==> src/rtl/aes_pkg.sv <==
// Shared AES-128 definitions for the key schedule and the round-key stage.
//   state_t     : key-schedule sequencer states
//   block_t     : 16-byte block, byte 0 in [0] (FIPS-197 byte 0 = least significant byte)
//   word_t      : 4-byte word, byte 0 in [0]
//   AES128_NR   : expansion rounds for a 128-bit key
//   rcon()      : round constant for round-constant index 0..9
//   sbox()      : forward AES S-box lookup
package aes_pkg;

  typedef enum logic [1:0] {
    IDLE   = 2'd0,
    EXPAND = 2'd1,
    DONE   = 2'd2
  } state_t;

  typedef logic [15:0][7:0] block_t;
  typedef logic [3:0][7:0]  word_t;

  localparam int AES128_NR = 10;

  // Entry [i] is the round constant for index i.
  localparam logic [9:0][7:0] RCON_TABLE = {
    8'h36, 8'h1b, 8'h80, 8'h40, 8'h20, 8'h10, 8'h08, 8'h04, 8'h02, 8'h01
  };

  // Forward S-box written in conventional reading order: entry 0x00 occupies the
  // most significant byte, entry 0xff the least significant byte.
  localparam logic [2047:0] SBOX_TABLE = {
    128'h637c777bf26b6fc53001672bfed7ab76,
    128'hca82c97dfa5947f0add4a2af9ca472c0,
    128'hb7fd9326363ff7cc34a5e5f171d83115,
    128'h04c723c31896059a071280e2eb27b275,
    128'h09832c1a1b6e5aa0523bd6b329e32f84,
    128'h53d100ed20fcb15b6acbbe394a4c58cf,
    128'hd0efaafb434d338545f9027f503c9fa8,
    128'h51a3408f929d38f5bcb6da2110fff3d2,
    128'hcd0c13ec5f974417c4a77e3d645d1973,
    128'h60814fdc222a908846eeb814de5e0bdb,
    128'he0323a0a4906245cc2d3ac629195e479,
    128'he7c8376d8dd54ea96c56f4ea657aae08,
    128'hba78252e1ca6b4c6e8dd741f4bbd8b8a,
    128'h703eb5664803f60e613557b986c11d9e,
    128'he1f8981169d98e949b1e87e9ce5528df,
    128'h8ca1890dbfe6426841992d0fb054bb16
  };

  // Round constant lookup; indices outside 0..9 contribute nothing.
  function automatic logic [7:0] rcon(input logic [3:0] rc);
    logic [7:0] val;
    if (rc < 4'd10) begin
      val = RCON_TABLE[rc];
    end else begin
      val = 8'h00;
    end
    return val;
  endfunction

  // S-box lookup; entry b sits (255 - b) bytes above the bottom of the table.
  function automatic logic [7:0] sbox(input logic [7:0] b);
    logic [10:0] base;
    base = (11'd255 - {3'd0, b}) * 11'd8;
    return SBOX_TABLE[base +: 8];
  endfunction

endpackage

==> src/rtl/keyexpand.sv <==
// Combinational AES-128 round-key stage: derives round key (rc+1) from round key rc.
//   key      in  block_t  current round key
//   rc       in  4        round-constant index 0..9
//   next_key out block_t  following round key
module keyexpand
  import aes_pkg::*;
(
  input  block_t     key,
  input  logic [3:0] rc,
  output block_t     next_key
);

  word_t w0_s, w1_s, w2_s, w3_s;
  word_t temp_s;
  word_t n0_s, n1_s, n2_s, n3_s;

  // RotWord + SubWord + Rcon on the last word, then the running XOR chain.
  always_comb begin
    w0_s = key[3:0];
    w1_s = key[7:4];
    w2_s = key[11:8];
    w3_s = key[15:12];
    // RotWord moves byte 1 into byte 0 position, byte 0 into byte 3.
    temp_s = {sbox(w3_s[0]), sbox(w3_s[3]), sbox(w3_s[2]), sbox(w3_s[1])};
    temp_s[0] = temp_s[0] ^ rcon(rc);
    n0_s = w0_s ^ temp_s;
    n1_s = w1_s ^ n0_s;
    n2_s = w2_s ^ n1_s;
    n3_s = w3_s ^ n2_s;
    next_key = {n3_s, n2_s, n1_s, n0_s};
  end

endmodule

==> src/rtl/key_schedule_seq.sv <==
// Sequential AES-128 key schedule. Accepts a cipher key over valid/ready, runs one
// keyexpand step per clock and keeps all NR+1 round keys for indexed readback.
//   clk        in   1        system clock
//   reset      in   1        synchronous active-high reset
//   key_in     in   block_t  cipher key, byte 0 in [0]
//   key_valid  in   1        key_in valid
//   key_ready  out  1        key can be accepted (not expanding)
//   busy       out  1        expansion in progress
//   keys_valid out  1        round keys 0..NR complete for the last accepted key
//   rd_idx     in   4        round-key index to read
//   rd_key     out  block_t  round key rd_idx, one cycle after rd_idx (zero above NR)
module key_schedule_seq
  import aes_pkg::*;
#(
  parameter int NR = AES128_NR
) (
  input  logic       clk,
  input  logic       reset,
  input  block_t     key_in,
  input  logic       key_valid,
  output logic       key_ready,
  output logic       busy,
  output logic       keys_valid,
  input  logic [3:0] rd_idx,
  output block_t     rd_key
);

  localparam logic [3:0] LAST_CNT = 4'(NR - 1);
  localparam logic [3:0] MAX_IDX  = 4'(NR);

  state_t     state_r, state_nxt_s;
  logic [3:0] cnt_r;
  logic [3:0] wr_idx_s;
  logic       accept_s;
  logic       step_s;
  logic       last_s;
  logic       key_ready_r;
  logic       busy_r;
  logic       keys_valid_r;
  block_t     rd_key_r;
  block_t     rk_r [0:NR];
  block_t     ke_out_s;

  assign key_ready  = key_ready_r;
  assign busy       = busy_r;
  assign keys_valid = keys_valid_r;
  assign rd_key     = rd_key_r;
  assign wr_idx_s   = cnt_r + 4'd1;

  keyexpand u_keyexpand (
    .key      (rk_r[cnt_r]),
    .rc       (cnt_r),
    .next_key (ke_out_s)
  );

  // Next-state decode: accept only outside EXPAND, step every EXPAND cycle.
  always_comb begin
    state_nxt_s = state_r;
    accept_s    = 1'b0;
    step_s      = 1'b0;
    last_s      = 1'b0;
    case (state_r)
      IDLE, DONE: begin
        if (key_valid) begin
          accept_s    = 1'b1;
          state_nxt_s = EXPAND;
        end else begin
          state_nxt_s = state_r;
        end
      end
      EXPAND: begin
        step_s = 1'b1;
        if (cnt_r == LAST_CNT) begin
          last_s      = 1'b1;
          state_nxt_s = DONE;
        end else begin
          state_nxt_s = EXPAND;
        end
      end
      default: begin
        state_nxt_s = IDLE;
      end
    endcase
  end

  // Control state, round counter and status flags (flags track the next state).
  always_ff @(posedge clk) begin
    if (reset) begin
      state_r      <= IDLE;
      cnt_r        <= 4'd0;
      key_ready_r  <= 1'b1;
      busy_r       <= 1'b0;
      keys_valid_r <= 1'b0;
    end else begin
      state_r     <= state_nxt_s;
      key_ready_r <= (state_nxt_s != EXPAND);
      busy_r      <= (state_nxt_s == EXPAND);
      if (accept_s) begin
        cnt_r        <= 4'd0;
        keys_valid_r <= 1'b0;
      end else if (last_s) begin
        keys_valid_r <= 1'b1;
      end else if (step_s) begin
        cnt_r <= cnt_r + 4'd1;
      end
    end
  end

  // Round-key storage: slot 0 on accept, slot cnt+1 on each expansion step.
  always_ff @(posedge clk) begin
    if (reset) begin
      for (int i = 0; i <= NR; i++) begin
        rk_r[i] <= '0;
      end
    end else if (accept_s) begin
      rk_r[0] <= key_in;
    end else if (step_s) begin
      rk_r[wr_idx_s] <= ke_out_s;
    end
  end

  // Registered readback; sees pre-edge storage, so same-edge writes show next cycle.
  always_ff @(posedge clk) begin
    if (reset) begin
      rd_key_r <= '0;
    end else if (rd_idx <= MAX_IDX) begin
      rd_key_r <= rk_r[rd_idx];
    end else begin
      rd_key_r <= '0;
    end
  end

endmodule

==> config.mk <==
export PLATFORM = sky130hd
export DESIGN_NAME = key_schedule_seq
export DESIGN_NICKNAME = d
export VERILOG_FILES = /design/src/rtl/aes_pkg.sv /design/src/rtl/keyexpand.sv /design/src/rtl/key_schedule_seq.sv
export SDC_FILE = /design/constraint.sdc
export NUM_CORES = 2
export LEC_CHECK = 0
export BUFFER_PORTS_ARGS = -buffer_cell sky130_fd_sc_hd__buf_2
export CORE_UTILIZATION = 50
export DETAILED_ROUTE_END_ITERATION = 7
export PLACE_DENSITY = 0.62
export SYNTH_ARGS = -nofsm -noshare
export SYNTH_HDL_FRONTEND = slang
export SYNTH_SLANG_ARGS = --single-unit
==> constraint.sdc <==
create_clock -name clk -period 14.3 [get_ports clk]
set_input_delay 0 -clock clk [delete_from_list [all_inputs] [get_ports clk]]
set_output_delay 0 -clock clk [all_outputs]
set_load 0.005 [all_outputs]
==> After elaboration in Yosys (flattened, before gate mapping) <==
Memories as Yosys holds them, arrays and structs flattened. A register that Yosys moved wholly into a read port is not among the register bits.
Cells that the tools add are included.
{ "word_totals": {"reg_bits": 9, "mem_bits_rw": 1408, "rom_bits": 128, "inputBits": 135, "word_cells": 65, "memories": 2} }
{ "classes": {"n_addsub": 5, "magnitude_cmp": 3, "n_eq_ne": 5, "shift": 4, "mux": 27, "bitwise": 8, "n_reduce_logical": 6} }
{ "memory_table": {"columns": ["memory", "depth", "word_bits", "rd", "rd_clocked_by_memory_dff", "write_ports", "line", "source"], "rows": [
  ["rk_r", 11, 128, 2, 2, 11, "key_schedule_seq.sv:41", "block_t rk_r [0:NR];"],
  ["(name not given)", 16, 8, 1, 1, 0, "aes_pkg.sv:51", "val = RCON_TABLE[rc];"]
]} }
{ "op_table": {"columns": ["op", "n"], "rows": [
  ["$shiftx 2048x12->8 const A", 4],
  ["$mux 128", 2],
  ["$reduce_or 128->1", 1],
  ["$xor 32x32->32", 4],
  ["$sub 8x8->8 const A", 4],
  ["$mux 4", 5],
  ["$mux 8", 2],
  ["$mux 1", 15],
  ["$xor 8x8->8", 1],
  ["$reduce_or 2->1", 3],
  ["$lt 4x5->1 const B", 1],
  ["$add 4x1->4 const B", 1],
  ["$eq 2x1->1 const B", 2],
  ["$eq 4x4->1 const B", 1],
  ["$le 4x4->1 const B", 1],
  ["$lt 4x4->1 const B", 1],
  ["$mux 2", 2],
  ["$pmux 2 s2", 1],
  ["$eq 2x2->1 const B", 1],
  ["$logic_not 2->1", 1],
  ["$ne 2x1->1 const B", 1],
  ["$not 1->1", 2],
  ["$reduce_and 2->1", 1],
  ["$or 1x1->1", 1]
]} }

==> Logic depth before layout (Yosys ltp) <==
{ "depth": {"depth_word": 9, "ltp_mapped": 26, "depth_no_buf": 17} }

==> Modules after synthesis <==
A second synthesis with hierarchy kept.
{ "unflattened": {"hier_cells": 9226, "area_unflattened_um2": 116387.9} }
{ "modules_own_cells": {"columns": ["mod", "n_inst", "cells_per_inst", "area_each_um2"], "rows": [
  ["key_schedule_seq", 1, 6886, 100243.6],
  ["keyexpand", 1, 2340, 16144.2]
]} }

==> Worst setup path before layout <==
No wires, ideal clock.
{ "synth_path": {"kind": "flip-flop to flip-flop", "start": "register cnt_r[0]", "end": "memory rk_r[11][0] (netlist name), enable pin", "setup_time_ns": 0.617, "arrival_ns": 6.741, "required_ns": 13.683, "slack_ns": 6.942, "path_stages_with_launch": 7, "path_cell_list": "dfxtp_1 > clkbuf_1 > nand3_1 > xor2_1 > a21oi_1 > nand2_1 > nor2_1"} }
{ "synth_lines": {"columns": ["item", "line", "source"], "rows": [
  ["start, declared", "key_schedule_seq.sv:32", "logic [3:0] cnt_r;"],
  ["start signal, assigned", "key_schedule_seq.sv:104", "cnt_r <= cnt_r + 4'd1;"],
  ["end, declared", "key_schedule_seq.sv:41", null]
]} }

==> flow_summary_export.csv <==
group,metric,value,unit
synthesis,yosysUniqueCellTypes,131,
place,place.port_buffers,265,
sta,worst_slew_pin_slew,1.45,ns
worst_setup_path,cp-end-kind,"flip-flop",
finish,utilization,0.560,
power,p_int,0.0127,W
power,netSwitchingFraction,0.351,
drt,finalWirelength,537000,µm
clock_tree,h-tree-depth,4,
drt,vias_per_cell,7.48,
worst_setup_path,slowest_stage,"xnor2_4",
clock_tree,cts_buffers,227,
power,p_leak,46.4,nW
power,seq_power_share,0.385,
floorplanning,core-area,244000,µm²
synthesis,synth-edff-count,1920,
drt,drt-initial-drc-count,15900,
sta,clock_skew,0.112,ns
worst_setup_path,r2r_slack,5.24,ns
worst_setup_path,worst_setup_path_start_kind,"flip-flop",
worst_setup_path,critPathBufInv,6,
synthesis,synth_cells,9129,
floorplanning,die_x,498,µm
synthesis,synth_top_area_frac,0.468,
worst_setup_path,path_delay_family,"simple AND/OR/NAND/NOR gates",
place,dpl_cell_area,127000,µm²
sta,hold_viol,0,
synthesis,synthFlopType,"edfxtp_1",
sta,period_minus_slack,9.06,ns
worst_setup_path,critical_path_class,"flip-flop to flip-flop",
status,status,"finished clean",
drt,wl_per_cell,42.5,µm
global_routing,grt_pass1_wl,739000,µm
synthesis,ys_ff_latch,2197,
global_routing,grt_overflow,0,
power,power_density,143,nW/µm²
drt,vias,94600,
power,max-vdd-ir-drop,0.000134,V
sta,final_max_slew_viol_count,0,
synthesis,synth_area_leader_cell,"edfxtp_1",
place,dp_hpwl,336000,µm
finish,final_common_cell,"edfxtp_1",
global_routing,grt_pass1_vias,91900,
finish,layout_common_cells,"edfxtp_1 (1920), nor2_1 (1437), mux4_2 (1203)",
hold_path,hold_path_class,"primary input to flip-flop",
sta,fin_tns_setup,0,ns
synthesis,ys_seq_area_frac,0.513,
finish,layout-drive-gt1-share,0.257,
synthesis,ys_async_sr_fraction,0,
finish,seqCellArea,63200,µm²
worst_setup_path,path_max_fanout,39,
clock_tree,cts_root_buffer,"clkbuf_16",
worst_setup_path,path_cells,"buf_4 -> buf_4 -> nand2b_1 -> o22ai_1 -> o21ai_2 -> buf_4 -> nand2_2 -> inv_1 -> ha_1 -> inv_1 -> nand3_1 -> a21oi_1 -> a211oi_1 -> nor3_1 -> nor2_2 -> xnor2_4 -> xnor2_1 -> a22oi_2 -> inv_1",
sta,fmax,110,MHz
worst_setup_path,cp_slowest_stage_delay,0.98,ns
finish,multi_input_area,55400,µm²
power,combPwrFrac,0.291,
clock_tree,cts_resized,0,
sta,period_share,0.634,
clock_tree,clkSlewWorstSetupHoldPaths,0.06,ns
floorplanning,start_util,0.504,
finish,fill_cells,19800,
finish,num-nets-final,9423,
synthesis,ys_warn_count,0,
clock_tree,cts_tree,"done",
place,routabilityCongestion,1.07,
floorplanning,dieArea,248000,µm²
global_routing,grt_max_degree,128,
global_routing,antenna_found_initial,31,
power,clock_power_share,0.323,
global_routing,grtUsageTotal,0.428,
clock_tree,cts_sinks,2197,
place,dp.cells,12100,
finish,final_area,137000,µm²
worst_setup_path,cp.required,14.89,ns
drt,drc,0,
drt,antenna_left,0,
synthesis,synth_nets,9330,
floorplanning,die_y,498,µm
drt,dr.pass1.iters,8,
clock_tree,clock_tree.buffer_depth,3,
finish,final_cells,12600,
synthesis,avgSynthCellArea,13.5,µm²
synthesis,netlist_top_cells_area,"edfxtp_1 (47%), mux4_2 (22%), dfxtp_1 (4.5%), nor2_1 (4.4%), a21oi_1 (1.7%)",
floorplanning,rows,181,
flow_run,drv_cap,0,
synthesis,synth_area,123000,µm²
finish,syn_to_final_growth,11.0,%
power,p_sw,0.00686,W
floorplanning,io_pins,266,
worst_setup_path,critPathArrivalTime,9.65,ns
sta,rsz0062_at_grt,"false",
sta,hold_ws,0.0692,ns
clock_tree,insertion_delay,0.94,ns
sta,slew_headroom,0.0268,
sta,setup_viol,0,
-- metrics by stage --
| step | power, W | setup WS (ns) |
|---|---|---|
| 4_1_cts | 0.0193 | 5.49 |
| 5_1_grt | 0.0199 | 5.04 |
| 2_1_floorplan | 0.0107 | 6.94 |
| 3_3_place_gp | 0.0131 | 5.52 |
| 3_5_place_dp | 0.0131 | 5.49 |
| 6_report | 0.0195 | 5.24 |
-- sequential cells by signal, indices dropped and copies added (netlist names), named ones only --
signal	count
rk_r	2048
rd_key	128
cnt_r	4
state_r	2
busy	1
key_ready	1
keys_valid	1
-- path summary, 6_finish.rpt --
kind              depth (start not counted)            to          from
setup reg to reg                         19  rk_r[11][76]     flip-flop
hold / removal                            4   rk_r[4][51]    key_in[51]
setup / recovery                         19  rk_r[11][76]     flip-flop
hold reg to reg                           2  rk_r[10][65]  rk_r[10][65]
-- cell families after synthesis --
family / Yosys count / synth area share
AOI/OAI and AO/OA: 1667 / 0.0947
adders and majority gates: 66 / 0.00671
buffers and inverters: 1043 / 0.0406
DFF: 2197 / 0.513
xor gates and xnor gates: 197 / 0.0179
and+or+nand+nor: 2584 / 0.0921
muxes: 1375 / 0.235
-- final cells by class --
cell class | count | share of cell area
flip-flops and latches | 2197 | 0.462
multi-input cells | 5889 | 0.405
clock buffers | 332 | 0.0480
repair buffers | 720 | 0.0392
well taps | 3202 | 0.0293
clock inverters | 102 | 0.0104
inverters | 187 | 0.00526
diodes | 20 | 0.000366
-- worst reg2reg max path, cell delays in order (launching register included) --
cell and delay [ns]:
dfxtp_4 0.68, buf_4 0.70, buf_4 0.76, nand2b_1 0.53, o22ai_1 0.56, o21ai_2 0.07, buf_4 0.28, nand2_2 0.51
inv_1 0.14, ha_1 0.38, inv_1 0.28, nand3_1 0.15, a21oi_1 0.40, a211oi_1 0.11, nor3_1 0.84, nor2_2 0.39
xnor2_4 0.98, xnor2_1 0.29, a22oi_2 0.51, inv_1 0.22
-- repair_timing --
action / in CTS / in global routing
setup endpoints to repair: 0 / 0
buffers inserted: 0 / 0
endpoints found under the hold margin: 1741 / 0
hold buffers: 137 / 0
-- metal layers --
layer / global-route usage / up-vias / share of wire
li1: - / 36300 / -
met1: 0.568 / 49000 / 0.36
met2: 0.630 / 7861 / 0.44
met3: 0.122 / 1471 / 0.13
met4: 0.250 / 26 / 0.070
met5: 0.00116 / - / 0.00031
-- cell usage after synthesis, drive strengths merged (160+ instances only) --
library cell,count
a21oi,430
buf,445
clkbuf,411
dfxtp,277
edfxtp,1920
inv,186
mux4,1203
nand2,369
nand3,234
nor2,1459
nor2b,160
o21ai,298
-- power by group through the flow --
stage,clock (W),sequential [W],combinational (W)
after CTS,0.00632,0.00752,0.00546
after global placement,0,0.00762,0.00543
final,0.00631,0.00753,0.00569
after global routing,0.00654,0.00755,0.00579
after floorplan,0,0.00762,0.00312
after detailed placement,0,0.00765,0.00541
(Power assumes the default switching activity.)
